### config.mk
export PLATFORM = sky130hd
export DESIGN_NAME = stg_if_flat
export DESIGN_NICKNAME = d
export VERILOG_FILES = /design/src/rtl/stg_if_if.sv /design/src/rtl/stg_if.sv /design/src/flat_wrapper.sv
export SDC_FILE = /design/constraint.sdc
export NUM_CORES = 1
export LEC_CHECK = 0
export BUFFER_PORTS_ARGS = -buffer_cell sky130_fd_sc_hd__buf_2
export CAP_MARGIN = 10
export CORE_ASPECT_RATIO = 1.25
export CORE_MARGIN = 2
export CORE_UTILIZATION = 58
export DETAILED_ROUTE_END_ITERATION = 10
export GPL_ROUTABILITY_DRIVEN = 0
export PLACE_DENSITY_LB_ADDON = 0.05
export SYNTH_ARGS = -nofsm -noshare
export SYNTH_HDL_FRONTEND = slang
export SYNTH_SLANG_ARGS = --single-unit
### constraint.sdc
create_clock -name iw_clk -period 12.35 [get_ports iw_clk]
set_input_delay 1.235 -clock iw_clk [delete_from_list [all_inputs] [get_ports iw_clk]]
set_output_delay 1.235 -clock iw_clk [all_outputs]
set_load 0.03 [all_outputs]
### src/rtl/stg_if_if.sv
// Bundle between stage-1 fetch, the instruction memory and stage 2 (stg_xt).
// Occupancy debug signals expose the fetch queue state to observers.
`ifndef SIZE_ADDR
`define SIZE_ADDR 16
`endif
`ifndef SIZE_DATA
`define SIZE_DATA 32
`endif
`ifndef OPC_NOP
`define OPC_NOP 16'hF000
`endif

interface stg_if_if;
  logic [`SIZE_ADDR-1:0] ow_mem_addr;
  logic                  ow_mem_en;
  logic [`SIZE_DATA-1:0] iw_mem_data;
  logic                  iw_flush;
  logic [`SIZE_ADDR-1:0] iw_flush_pc;
  logic                  iw_stall;
  logic [`SIZE_ADDR-1:0] ow_pc;
  logic [`SIZE_DATA-1:0] ow_instr;
  logic [7:0]            ow_dbg_cnt;
  logic                  ow_dbg_inflight;

  // Handshake: ow_instr/ow_pc are valid every cycle (NOP when empty);
  // iw_stall is the downstream not-ready and freezes them; memory read data
  // is valid exactly one edge after the edge that sampled ow_mem_en=1.
  modport master (
    output ow_mem_addr, ow_mem_en, ow_pc, ow_instr, ow_dbg_cnt, ow_dbg_inflight,
    input  iw_mem_data, iw_flush, iw_flush_pc, iw_stall
  );

  modport slave (
    input  ow_mem_addr, ow_mem_en, ow_pc, ow_instr, ow_dbg_cnt, ow_dbg_inflight,
    output iw_mem_data, iw_flush, iw_flush_pc, iw_stall
  );
endinterface

### src/rtl/stg_if.sv
// Stage 1 instruction fetch: owns the fetch PC, issues memory reads and feeds
// one instruction per cycle to stg_xt through a small latency-absorbing queue.
`ifndef SIZE_ADDR
`define SIZE_ADDR 16
`endif
`ifndef SIZE_DATA
`define SIZE_DATA 32
`endif
`ifndef OPC_NOP
`define OPC_NOP 16'hF000
`endif

module stg_if #(
  parameter logic [`SIZE_ADDR-1:0] RESET_PC = '0,
  parameter int                    DEPTH    = 2
) (
  input  logic        iw_clk,
  input  logic        iw_rst,
  stg_if_if.master    bus
);

  localparam int A     = `SIZE_ADDR;
  localparam int D     = `SIZE_DATA;
  localparam int PTR_W = (DEPTH > 1) ? $clog2(DEPTH) : 1;
  localparam int CNT_W = $clog2(DEPTH + 1);
  localparam logic [D-1:0]     NOP     = {`OPC_NOP, 16'b0};
  localparam logic [CNT_W:0]   DEPTH_W = (CNT_W + 1)'(DEPTH);
  localparam logic [PTR_W-1:0] LAST    = PTR_W'(DEPTH - 1);

  logic [A-1:0]     fpc_q, fpc_d;
  logic             inflight_q, inflight_d;
  logic [A-1:0]     ipc_q, ipc_d;
  logic [CNT_W-1:0] cnt_q, cnt_d;
  logic [PTR_W-1:0] rd_q, rd_d;
  logic [PTR_W-1:0] wr_q, wr_d;
  logic [A-1:0]     pc_q, pc_d;
  logic [D-1:0]     instr_q, instr_d;

  logic [A-1:0]     qpc_q  [DEPTH];
  logic [D-1:0]     qdat_q [DEPTH];

  logic             avail, pop, head_pop, resp, bypass, push, mem_en;
  logic [CNT_W:0]   occ;

  function automatic logic [PTR_W-1:0] ptr_inc(input logic [PTR_W-1:0] p);
    return (p == LAST) ? '0 : p + 1'b1;
  endfunction

  // Occupancy counts the in-flight read so a stalled pipe never overfills.
  always_comb begin
    avail    = (cnt_q != '0) || inflight_q;
    pop      = !bus.iw_flush && !bus.iw_stall && avail;
    head_pop = pop && (cnt_q != '0);
    resp     = inflight_q && !bus.iw_flush;
    bypass   = resp && (cnt_q == '0) && pop;
    push     = resp && !bypass;
    occ      = {1'b0, cnt_q} + (CNT_W + 1)'(inflight_q) - (CNT_W + 1)'(pop);
    mem_en   = !iw_rst && !bus.iw_flush && (occ < DEPTH_W);
  end

  always_comb begin
    fpc_d      = fpc_q;
    inflight_d = mem_en;
    ipc_d      = ipc_q;
    cnt_d      = cnt_q;
    rd_d       = rd_q;
    wr_d       = wr_q;
    pc_d       = pc_q;
    instr_d    = instr_q;

    if (mem_en) begin
      ipc_d = fpc_q;
      fpc_d = fpc_q + 1'b1;
    end

    if (bus.iw_flush) begin
      fpc_d   = bus.iw_flush_pc;
      cnt_d   = '0;
      rd_d    = '0;
      wr_d    = '0;
      pc_d    = '0;
      instr_d = NOP;
    end else begin
      if (pop) begin
        if (head_pop) begin
          pc_d    = qpc_q[rd_q];
          instr_d = qdat_q[rd_q];
          rd_d    = ptr_inc(rd_q);
        end else begin
          pc_d    = ipc_q;
          instr_d = bus.iw_mem_data;
        end
      end else if (!bus.iw_stall) begin
        instr_d = NOP;
      end
      if (push) begin
        wr_d = ptr_inc(wr_q);
      end
      cnt_d = cnt_q + CNT_W'(push) - CNT_W'(head_pop);
    end
  end

  always_ff @(posedge iw_clk or posedge iw_rst) begin
    if (iw_rst) begin
      fpc_q      <= RESET_PC;
      inflight_q <= 1'b0;
      ipc_q      <= '0;
      cnt_q      <= '0;
      rd_q       <= '0;
      wr_q       <= '0;
      pc_q       <= '0;
      instr_q    <= NOP;
    end else begin
      fpc_q      <= fpc_d;
      inflight_q <= inflight_d;
      ipc_q      <= ipc_d;
      cnt_q      <= cnt_d;
      rd_q       <= rd_d;
      wr_q       <= wr_d;
      pc_q       <= pc_d;
      instr_q    <= instr_d;
    end
  end

  // Queue storage carries no reset; validity is tracked by cnt_q alone.
  always_ff @(posedge iw_clk) begin
    if (!iw_rst && !bus.iw_flush && push) begin
      qpc_q[wr_q]  <= ipc_q;
      qdat_q[wr_q] <= bus.iw_mem_data;
    end
  end

  assign bus.ow_mem_addr     = fpc_q;
  assign bus.ow_mem_en       = mem_en;
  assign bus.ow_pc           = pc_q;
  assign bus.ow_instr        = instr_q;
  assign bus.ow_dbg_cnt      = 8'(cnt_q);
  assign bus.ow_dbg_inflight = inflight_q;

endmodule
### src/flat_wrapper.sv
// flat-port wrapper written by rule: the top's interface ports become plain ports
module stg_if_flat 
#(
  parameter logic [`SIZE_ADDR-1:0] RESET_PC = '0,
  parameter int                    DEPTH    = 2
)
  (iw_clk, iw_rst, bus_ow_mem_addr, bus_ow_mem_en, bus_ow_pc, bus_ow_instr, bus_ow_dbg_cnt, bus_ow_dbg_inflight, bus_iw_mem_data, bus_iw_flush, bus_iw_flush_pc, bus_iw_stall);
  stg_if_if bus_i ();
  input  logic iw_clk;
  input  logic iw_rst;
  output wire logic [$bits(bus_i.ow_mem_addr)-1:0] bus_ow_mem_addr;
  output wire logic [$bits(bus_i.ow_mem_en)-1:0] bus_ow_mem_en;
  output wire logic [$bits(bus_i.ow_pc)-1:0] bus_ow_pc;
  output wire logic [$bits(bus_i.ow_instr)-1:0] bus_ow_instr;
  output wire logic [$bits(bus_i.ow_dbg_cnt)-1:0] bus_ow_dbg_cnt;
  output wire logic [$bits(bus_i.ow_dbg_inflight)-1:0] bus_ow_dbg_inflight;
  input wire logic [$bits(bus_i.iw_mem_data)-1:0] bus_iw_mem_data;
  input wire logic [$bits(bus_i.iw_flush)-1:0] bus_iw_flush;
  input wire logic [$bits(bus_i.iw_flush_pc)-1:0] bus_iw_flush_pc;
  input wire logic [$bits(bus_i.iw_stall)-1:0] bus_iw_stall;
  assign bus_ow_mem_addr = bus_i.ow_mem_addr;
  assign bus_ow_mem_en = bus_i.ow_mem_en;
  assign bus_ow_pc = bus_i.ow_pc;
  assign bus_ow_instr = bus_i.ow_instr;
  assign bus_ow_dbg_cnt = bus_i.ow_dbg_cnt;
  assign bus_ow_dbg_inflight = bus_i.ow_dbg_inflight;
  assign bus_i.iw_mem_data = bus_iw_mem_data;
  assign bus_i.iw_flush = bus_iw_flush;
  assign bus_i.iw_flush_pc = bus_iw_flush_pc;
  assign bus_i.iw_stall = bus_iw_stall;
  stg_if #(.RESET_PC(RESET_PC), .DEPTH(DEPTH)) u_core (.iw_clk(iw_clk), .iw_rst(iw_rst), .bus(bus_i));
endmodule
==> results by group, run 1 <==
Floorplan
  • DIE WIDTH: 104 um
  • Starting density of the core: 59.9%
  • Core area: 12200 sq um
  • I/O pin total: 126
  • Die Span Y: 130 um
  • DIE AREA: 13500 sq um
  • # rows: 45

Job
  • Max Cap Viol: 0

GRT
  • Vias in the first global route: 4653
  • First-pass GRT wire length: 24400 um
  • Overflow after GRT: 0
  • Antenna violations before repair: 0
  • GR Util All Layers: 23.5%
  • Pin count of the biggest net entering global routing: 85

Synthesis
  • Post-synthesis mux area share: 10.2%
  • Most frequently used flop master after synthesis: edfxtp_1
  • Most instantiated library cell after synthesis: edfxtp_1
  • Mapped Area: 7320 sq um
  • Syn Area/Cell: 14.4 sq um
  • #FFs+latches synth: 181
  • Post-synth top cells: edfxtp_1, dfrtp_1, mux2i_1, nor2_1, a221o_1
  • Post-Synth XOR/XNOR Area: 1.56%
  • Post-synth top area share: 39.4%
  • Distinct cells, synth: 49
  • Mapped Cells: 509
  • Top cells by area, synth: edfxtp_1, dfrtp_1, mux2i_1
  • Post-synthesis sequential area ratio: 68.5%
  • Largest family of logic cells by synthesized area: multiplexers
  • Yosys warnings: 0
  • Post-Synth Adder-Cell Area: 0.957%
  • Async SR Flop Fraction: 47.0%
  • Largest area contributor in the netlist: edfxtp_1
  • EDFF count, synth: 96
  • Post-synthesis compound-gate area fraction: 8.58%
  • Post-synthesis simple-gate area fraction: 7.06%

Layout
  • Fillcell total: 870
  • Final net count: 681
  • Final antenna diode count: 0
  • Area Growth Syn to Fin: 18.2%
  • Layout cells sized above 1: 31.4%
  • Final core utilization: 70.8%

STA
  • Worst slew margin: 27.0%
  • Worst Clk Skew: 14.4 ps
  • Tmin final: 6150 ps
  • Slew Viols, Final: 0
  • RSZ-0062 raised after global routing: false
  • Final hold violation count: 0
  • Slew @ Worst Pin: 1090 ps
  • # setup viols final: 0
  • F_max: 163 MHz
  • Period utilisation layout: 49.8%
  • TNS Setup: 0 ps

Critical path
  • Worst EP required: 11110 ps
  • FF-to-FF Start: u_core.cnt_q[1]$_DFF_PP0_
  • Crit path DAT: 4920 ps
  • Critical path capture point type: primary output
  • Crit path max fanout: 34
  • Worst r2r dst: u_core.ipc_q[9]$_DFFE_PP0P_
  • Critical path class: input pin to primary output
  • CP startpoint kind: input pin
  • FF-to-FF setup slack: 8020 ps
  • Reg2reg path depth: 8

Detailed routing
  • Vias per cell: 5.73
  • Total number of vias: 4587
  • Routed Antenna Nets: 0
  • Drt total wl: 15100 um
  • 1st-iter DRT viols: 305
  • Drt pass-1 iters: 5
  • Per-cell routed wire length: 18.8 um
  • DRC violations left: 0

Clocking
  • Clock tree buffer depth: 2
  • TritonCTS Sinks: 181
  • Clock Latency Late Sink: 420 ps
  • H-tree depth: 4
  • Clock Pin Slew Worst Setup and Hold Paths: 60 ps
  • Setup bufs post-CTS: 0
  • CTS root buf: clkbuf_16
  • Post-cts hold buffer count: 0
  • CTS tree: done
  • Resized Gates After CTS: 0
  • Clock buffer count from CTS: 17

Power
  • Comb pwr share: 12.3%
  • Power Total: 1460 uW
  • Pleak: 0.00357 uW
  • Seq pwr share: 50.5%
  • Switching Power: 382 uW
  • Cell area power density: 169 nW/um^2
  • Internal Power: 1080 uW
  • Max rail drop VDD: 0.109 mV
  • Clk pwr share: 37.2%
  • Net Sw Frac: 26.1%

Placement
  • Port bufs: 119
  • Post-DP HPWL: 9390 um

Min path
  • Hold depth: 0
  • Min-delay src: u_core.ipc_q[3]$_DFFE_PP0P_
  • Endpoint, Worst Hold: u_core.qpc_q[0][3]$_DFFE_PP_
  • Hold Path Class: register to register

Status
  • Status: finished clean
flip-flops by register name, summed over array words and instances (netlist names):
signal                      flops
u_core.ipc_q                   16
u_core.bus.ow_mem_addr         16
u_core.wr_q                     1
u_core.cnt_q                    2
u_core.bus.ow_pc               16
u_core.qpc_q                   32
u_core.bus.ow_instr            32
u_core.rd_q                     1
u_core.bus.ow_dbg_inflight      1
u_core.qdat_q                  64
how the worst max path moves through the flow:
stage / from / end / slack [ps] / cells past startpoint
floorplan: bus_iw_flush / u_core.qdat_q[0][0]$_DFFE_PP_ / 7090 / 3
global placement: bus_iw_flush / bus_ow_mem_en / 6400 / 11
detailed placement: bus_iw_flush / bus_ow_mem_en / 6220 / 11
CTS: bus_iw_flush / bus_ow_mem_en / 6220 / 11
global route: bus_iw_flush / bus_ow_mem_en / 5770 / 11
finish: bus_iw_flush / bus_ow_mem_en / 6200 / 11
cell usage in the layout, fill, tap and decap left out, drive strengths merged, types with 4 or more instances in the layout:
cell type,n
a21oi,4
a221o,36
and3,4
buf,126
clkbuf,17
clkinv,7
clkinvlp,4
conb,6
dfrtp,81
dfstp,4
edfxtp,96
ha,4
inv,16
mux2,26
mux2i,45
nand2,26
nand3,13
nor2,43
nor4,6
o21ai,20
o22ai,4
xnor2,10
cell type report:
type / count / area, sq um / share of cell area [%]
Inverter: 15 / 57.6 / 0.665
Timing Repair Buffer: 126 / 648 / 7.49
Tap cell: 164 / 205 / 2.37
Clock inverter: 15 / 178 / 2.05
Sequential cell: 181 / 5020 / 58.0
Multi-Input combinational cell: 283 / 2120 / 24.5
Clock buffer: 17 / 425 / 4.92
stage by stage:
stage / instance area (sq um) / hold WS (ps) / setup slack, ps / instances
CTS: 8650 / 506 / 6220 / 801
detailed placement: 8050 / 489 / 6220 / 769
floorplan: 7340 / 458 / 7090 / 514
global placement: 8050 / 476 / 6400 / 769
global route: 8650 / 511 / 5770 / 801
finish: 8650 / 504 / 6200 / 801
cells by family after synthesis:
kind of cell / after synthesis
multiplexers: 71
AO/OA/AOI/OAI: 78
buffers and inverters: 50
XOR/XNOR: 13
adder cells (fa/ha/maj): 5
other: 1
AND/OR/NAND/NOR: 110
flip-flops: 181
per-layer routing:
layer | track usage [%] | wire [um] | part of all wire (%)
met3 | 4.63 | 747 | 5.0
met1 | 31.1 | 6330 | 42
met2 | 39.5 | 7870 | 52
met5 | 0 | 0 | 0
met4 | 8.03 | 124 | 0.82
critical path, cell delays in order:
cell and delay, ps:
buf_2 450, nor2_1 210, o31ai_2 320, inv_1 130, ha_1 310, nand2b_1 150
fa_1 380, xor2_1 670, or2_1 730, inv_1 120, buf_2 210
power groups by stage:
stage	logic, uW	clock network [uW]	registers [uW]
floorplan	92.2	0	774
global placement	177	0	747
detailed placement	181	0	750
CTS	182	552	739
global route	197	576	744
finish	180	544	738
No activity file was read; power rests on OpenSTA's default activity.
==> run 2, diff against run 1 <==
- ABC_AREA: default -> 1
- CORE_UTILIZATION: 58 -> 56
- clock period: 12.35 -> 6.3 ns (I/O delays scaled with it)
==> results by group, run 2 <==
Status
  • Status: finished clean

Critical path
  • Worst EP required: 5670 ps
  • Slowest stage cell, crit path: nand2_2
  • Max incr delay on CP: 530 ps
  • Crit path DAT: 4300 ps
  • CP most frequent cell: nand2_2
  • Critical path class: input pin to primary output
  • Critical path capture point type: primary output
  • Crit-path cells: buf_2, nor2_8, nand2_2, nand2_2, ha_1, or2_2, fa_1, nor3b_1, nand2_2, buf_4, inv_2, buf_2
  • CP startpoint kind: input pin
  • Crit path max fanout: 43

STA
  • F_max: 203 MHz
  • Worst slew margin: 26.2%
  • Period utilisation layout: 78.2%
  • Worst Clk Skew: 9.21 ps
  • TNS Setup: 0 ps
  • Worst setup margin: 1370 ps
  • RSZ-0062 raised after global routing: false
  • Slew @ Worst Pin: 1110 ps
  • # setup viols final: 0
  • Tmin final: 4930 ps
  • Final hold violation count: 0
  • Min Hold Slack: 413 ps
  • Slew Viols, Final: 0

Clocking
  • CTS tree: done
  • H-tree depth: 4
  • Clock buffer count from CTS: 17
  • TritonCTS Sinks: 181
  • Resized Gates After CTS: 0
  • CTS root buf: clkbuf_16
  • Post-cts hold buffer count: 0
  • Clock tree buffer depth: 2
  • Clock Latency Late Sink: 410 ps
  • Setup bufs post-CTS: 0
  • Clock Pin Slew Worst Setup and Hold Paths: 70 ps

Min path
  • Hold Path Class: input pin to register

Layout
  • Layout cells sized above 1: 22.4%
  • Most frequent cells in the layout: nand2_1, buf_2, edfxtp_1, dfrtp_1, nor2_1
  • Post-Layout Cell Count: 1023
  • Final antenna diode count: 0
  • Fillcell total: 1050
  • Max reg flops: 64
  • Final net count: 896
  • Commonest non-fill, non-tap cell in the layout: nand2_1
  • Area Growth Syn to Fin: 15.7%
  • Largest reg by FF count: u_core.qdat_q

Placement
  • Port bufs: 119
  • Post-DP HPWL: 10400 um
  • Post-Place Worst Slack: 1360 ps
  • Placed Cells: 990

Detailed routing
  • Drt pass-1 iters: 5
  • Drt total wl: 17000 um
  • Per-cell routed wire length: 16.6 um
  • Total number of vias: 5647
  • 1st-iter DRT viols: 518
  • DRC violations left: 0
  • Routed Antenna Nets: 0
  • Vias per cell: 5.52

Floorplan
  • Die Span Y: 135 um
  • # rows: 47
  • I/O pin total: 126
  • DIE WIDTH: 109 um
  • DIE AREA: 14700 sq um
  • Core area: 13300 sq um
  • Starting density of the core: 57.7%

Synthesis
  • Yosys warnings: 0
  • EDFF count, synth: 96
  • Async SR Flop Fraction: 47.0%
  • Most frequently used flop master after synthesis: edfxtp_1
  • Most instantiated library cell after synthesis: nand2_1
  • #FFs+latches synth: 181
  • Top cells by area, synth: edfxtp_1, dfrtp_1, nand2_1
  • Distinct cells, synth: 31
  • Post-synth top cells: nand2_1, edfxtp_1, dfrtp_1, nor2_1, nand3_1
  • Syn Area/Cell: 10.5 sq um
  • Largest area contributor in the netlist: edfxtp_1
  • Mapped Cells: 732
  • Post-synthesis sequential area ratio: 65.1%
  • Post-synth top area share: 37.4%
  • Mapped Area: 7700 sq um

GRT
  • Antenna violations before repair: 1
  • First-pass GRT wire length: 27600 um
  • Vias in the first global route: 5532
  • Overflow after GRT: 0
  • Pin count of the biggest net entering global routing: 86
  • GR Util All Layers: 24.3%

Power
  • Pleak: 0.00402 uW
  • Power Total: 2830 uW
  • Max rail drop VDD: 0.159 mV
  • Cell area power density: 318 nW/um^2

Job
  • Max Cap Viol: 0
## run 2: metrics by stage
stage | instance area (sq um) | utilization, %
2_1_floorplan | 7720 | -
3_3_place_gp | 8350 | 62.6
3_5_place_dp | 8350 | 62.6
4_1_cts | 8900 | 66.7
5_1_grt | 8910 | 66.8
6_report | 8910 | 66.8
## run 2: metal layers
| metal | part of all wire (%) | up-vias | global-route usage [%] |
|---|---|---|---|
| met4 | 0.92 | 2 | 6.62 |
| li1 | - | 2703 | - |
| met2 | 50 | 207 | 39.9 |
| met5 | 0.065 | - | 0 |
| met1 | 43 | 2722 | 32.9 |
| met3 | 5.8 | 13 | 4.97 |
## run 2: critical path, delay by kind of cell
| family | cells | cell delay [ps] |
|---|---|---|
| buffers and inverters | 4 | 1140 |
| adders and majority gates | 2 | 830 |
| and+or+nand+nor | 6 | 1680 |
## run 2: path summary, 6_finish.rpt
check                                                           from                                      to  slack [ps]  cells after the start
max in group asynchronous                                     iw_rst                 u_core.rd_q$_DFFE_PP0P_        4890                      3
worst max-delay path                                    bus_iw_flush                           bus_ow_mem_en        1370                     12
worst min register to register       u_core.bus.ow_pc[0]$_DFFE_PP0P_         u_core.bus.ow_pc[0]$_DFFE_PP0P_         470                      2
worst min-delay path                              bus_iw_flush_pc[0]   u_core.bus.ow_mem_addr[0]$_DFFE_PP0P_         410                      3
worst max register to register  u_core.bus.ow_dbg_inflight$_DFF_PP0_   u_core.bus.ow_mem_addr[0]$_DFFE_PP0P_        2580                     13
min in group asynchronous                                     iw_rst  u_core.bus.ow_mem_addr[12]$_DFFE_PP0P_         640                      3
## run 2: area by class of cell
cell class / count / area [sq um] / area share (%)
clock buffers: 19 / 443 / 4.97
flip-flops and latches: 181 / 5020 / 56.3
multi-input cells: 476 / 2340 / 26.2
clock inverters: 13 / 108 / 1.21
inverters: 36 / 136 / 1.53
repair buffers: 127 / 659 / 7.40
well taps: 171 / 214 / 2.40
## run 2: kinds of logic after synthesis
logic type                 Yosys count  synth area share [%]
AOI/OAI and AO/OA                   94                  7.65
xor gates and xnor gates             8                 0.910
adders and majority gates            5                 0.910
buffers and inverters               80                  4.96
DFF                                181                  65.1
other                                1                0.0487
and+or+nand+nor                    363                  20.4
## run 2: power by group
part           leakage (uW)  switching, uW  internal, uW
logic               0.00177            276           114
clock network      0.000270            430           553
registers           0.00198           98.5          1360
==> run 3, diff against run 2 <==
- CORE_UTILIZATION: 56 -> 51
- clock period: 6.3 -> 4.3 ns (I/O delays scaled with it)
==> results by group, run 3 (synthesized netlist as in run 2, its figures left out) <==
GRT
  • Pin count of the biggest net entering global routing: 56
  • Vias in the first global route: 5693
  • Overflow after GRT: 0
  • First-pass GRT wire length: 28900 um
  • Antenna violations before repair: 0
  • GR Util All Layers: 23.1%

Job
  • Max Cap Viol: 0

STA
  • Tmin final: 3590 ps
  • RSZ-0062 raised after global routing: false
  • Period utilisation layout: 83.5%
  • TNS Setup: 0 ps
  • F_max: 279 MHz
  • # setup viols final: 0
  • Worst slew margin: 41.0%
  • Slew Viols, Final: 0
  • Final hold violation count: 0
  • Worst Clk Skew: 9.68 ps
  • Slew @ Worst Pin: 885 ps

Power
  • Internal Power: 2990 uW
  • Seq pwr share: 51.2%
  • Comb pwr share: 14.1%
  • Net Sw Frac: 28.3%
  • Cell area power density: 466 nW/um^2
  • Switching Power: 1180 uW
  • Pleak: 0.00402 uW
  • Clk pwr share: 34.7%
  • Max rail drop VDD: 0.260 mV

Critical path
  • Crit path max fanout: 22
  • Top cell family by delay on the critical path: adder cells
  • Worst EP required: 3870 ps
  • Critical path class: register to primary output
  • CP startpoint kind: register
  • Critical path capture point type: primary output
  • Crit-path cells: o21ai_2, nand2_2, ha_1, or2_2, fa_1, nor3b_1, nand2_2, inv_2, buf_2
  • Crit path DAT: 3160 ps
  • Reg2reg path depth: 12
  • Worst r2r dst: u_core.bus.ow_mem_addr[11]$_DFFE_PP0P_
  • FF-to-FF Start: u_core.cnt_q[1]$_DFF_PP0_
  • Slowest stage cell, crit path: dfrtp_1
  • WP buf/inv: 2
  • CP most frequent cell: nand2_2
  • FF-to-FF setup slack: 1440 ps
  • Max incr delay on CP: 480 ps

Detailed routing
  • DRC violations left: 0
  • Drt pass-1 iters: 5
  • Total number of vias: 5666
  • Drt total wl: 17900 um
  • Vias per cell: 5.47
  • Per-cell routed wire length: 17.3 um
  • Routed Antenna Nets: 0
  • 1st-iter DRT viols: 431

Layout
  • Most frequent cells in the layout: nand2_1, buf_2, edfxtp_1, dfrtp_1, nor2_1
  • Commonest non-fill, non-tap cell in the layout: nand2_1
  • Largest reg by FF count: u_core.qdat_q
  • Final antenna diode count: 0
  • Max reg flops: 64
  • Post-route cell area: 8940 sq um
  • Area Growth Syn to Fin: 16.1%
  • Final net count: 898
  • Layout cells sized above 1: 22.5%

Clocking
  • Post-cts hold buffer count: 0
  • TritonCTS Sinks: 181
  • Clock Latency Late Sink: 420 ps
  • Clock Pin Slew Worst Setup and Hold Paths: 60 ps
  • CTS tree: done
  • CTS root buf: clkbuf_16
  • Setup bufs post-CTS: 0
  • H-tree depth: 4
  • Clock tree buffer depth: 2
  • Clock buffer count from CTS: 17
  • Resized Gates After CTS: 0

Floorplan
  • Die Span Y: 141 um
  • # rows: 50
  • DIE WIDTH: 114 um
  • DIE AREA: 16100 sq um
  • Core area: 14900 sq um
  • Starting density of the core: 51.7%
  • I/O pin total: 126

Min path
  • Hold Path Class: input pin to asynchronous set/reset pin

Placement
  • Area post-placement: 8390 sq um
  • Port bufs: 119
  • Post-DP HPWL: 10900 um

Status
  • Status: finished clean
## run 3: area by class of cell
| type | count | area, sq um |
|---|---|---|
| repair buffers | 129 | 671 |
| multi-input cells | 476 | 2340 |
| inverters | 36 | 138 |
| flip-flops and latches | 181 | 5020 |
| clock inverters | 9 | 77.6 |
| clock buffers | 23 | 468 |
| fillers | 1295 | 5950 |
| well taps | 182 | 228 |
## run 3: how the worst max path moves through the flow
stage | from | to | cells past startpoint
after floorplan | iw_rst | u_core.qdat_q[1][0]$_DFFE_PP_ | 3
final | u_core.cnt_q[1]$_DFF_PP0_ | bus_ow_mem_en | 9
after CTS | u_core.cnt_q[1]$_DFF_PP0_ | bus_ow_mem_en | 9
after detailed placement | bus_iw_flush | bus_ow_mem_en | 11
after global routing | u_core.cnt_q[1]$_DFF_PP0_ | bus_ow_mem_en | 9
after global placement | bus_iw_flush | bus_ow_mem_en | 11
## run 3: through the flow
stage / setup WS (ps) / utilization (%) / instances / total power (uW) / hold WS [ps]
floorplan: 147 / - / 737 / 2540 / 465
global placement: 876 / 56.4 / 1004 / 2730 / 457
detailed placement: 847 / 56.4 / 1004 / 2750 / 462
CTS: 692 / 60.0 / 1036 / 4200 / 76.9
global route: 535 / 60.0 / 1036 / 4350 / 99.3
finish: 710 / 60.0 / 1036 / 4160 / 70.9
## run 3: per-layer routing
metal / GRT usage [%] / vias up / wire, um
li1: - / 2706 / -
met1: 29.2 / 2730 / 7620
met2: 39.0 / 200 / 8840
met3: 4.61 / 30 / 990
met4: 9.50 / 0 / 419
met5: 0 / - / 0
## run 3: power groups by stage
stage                     clock [uW]  combinational [uW]  sequential (uW)
after detailed placement           0                 590             2160
after global routing            1540                 651             2150
after CTS                       1480                 593             2130
after global placement             0                 581             2150
after floorplan                    0                 288             2250
final                           1450                 587             2130
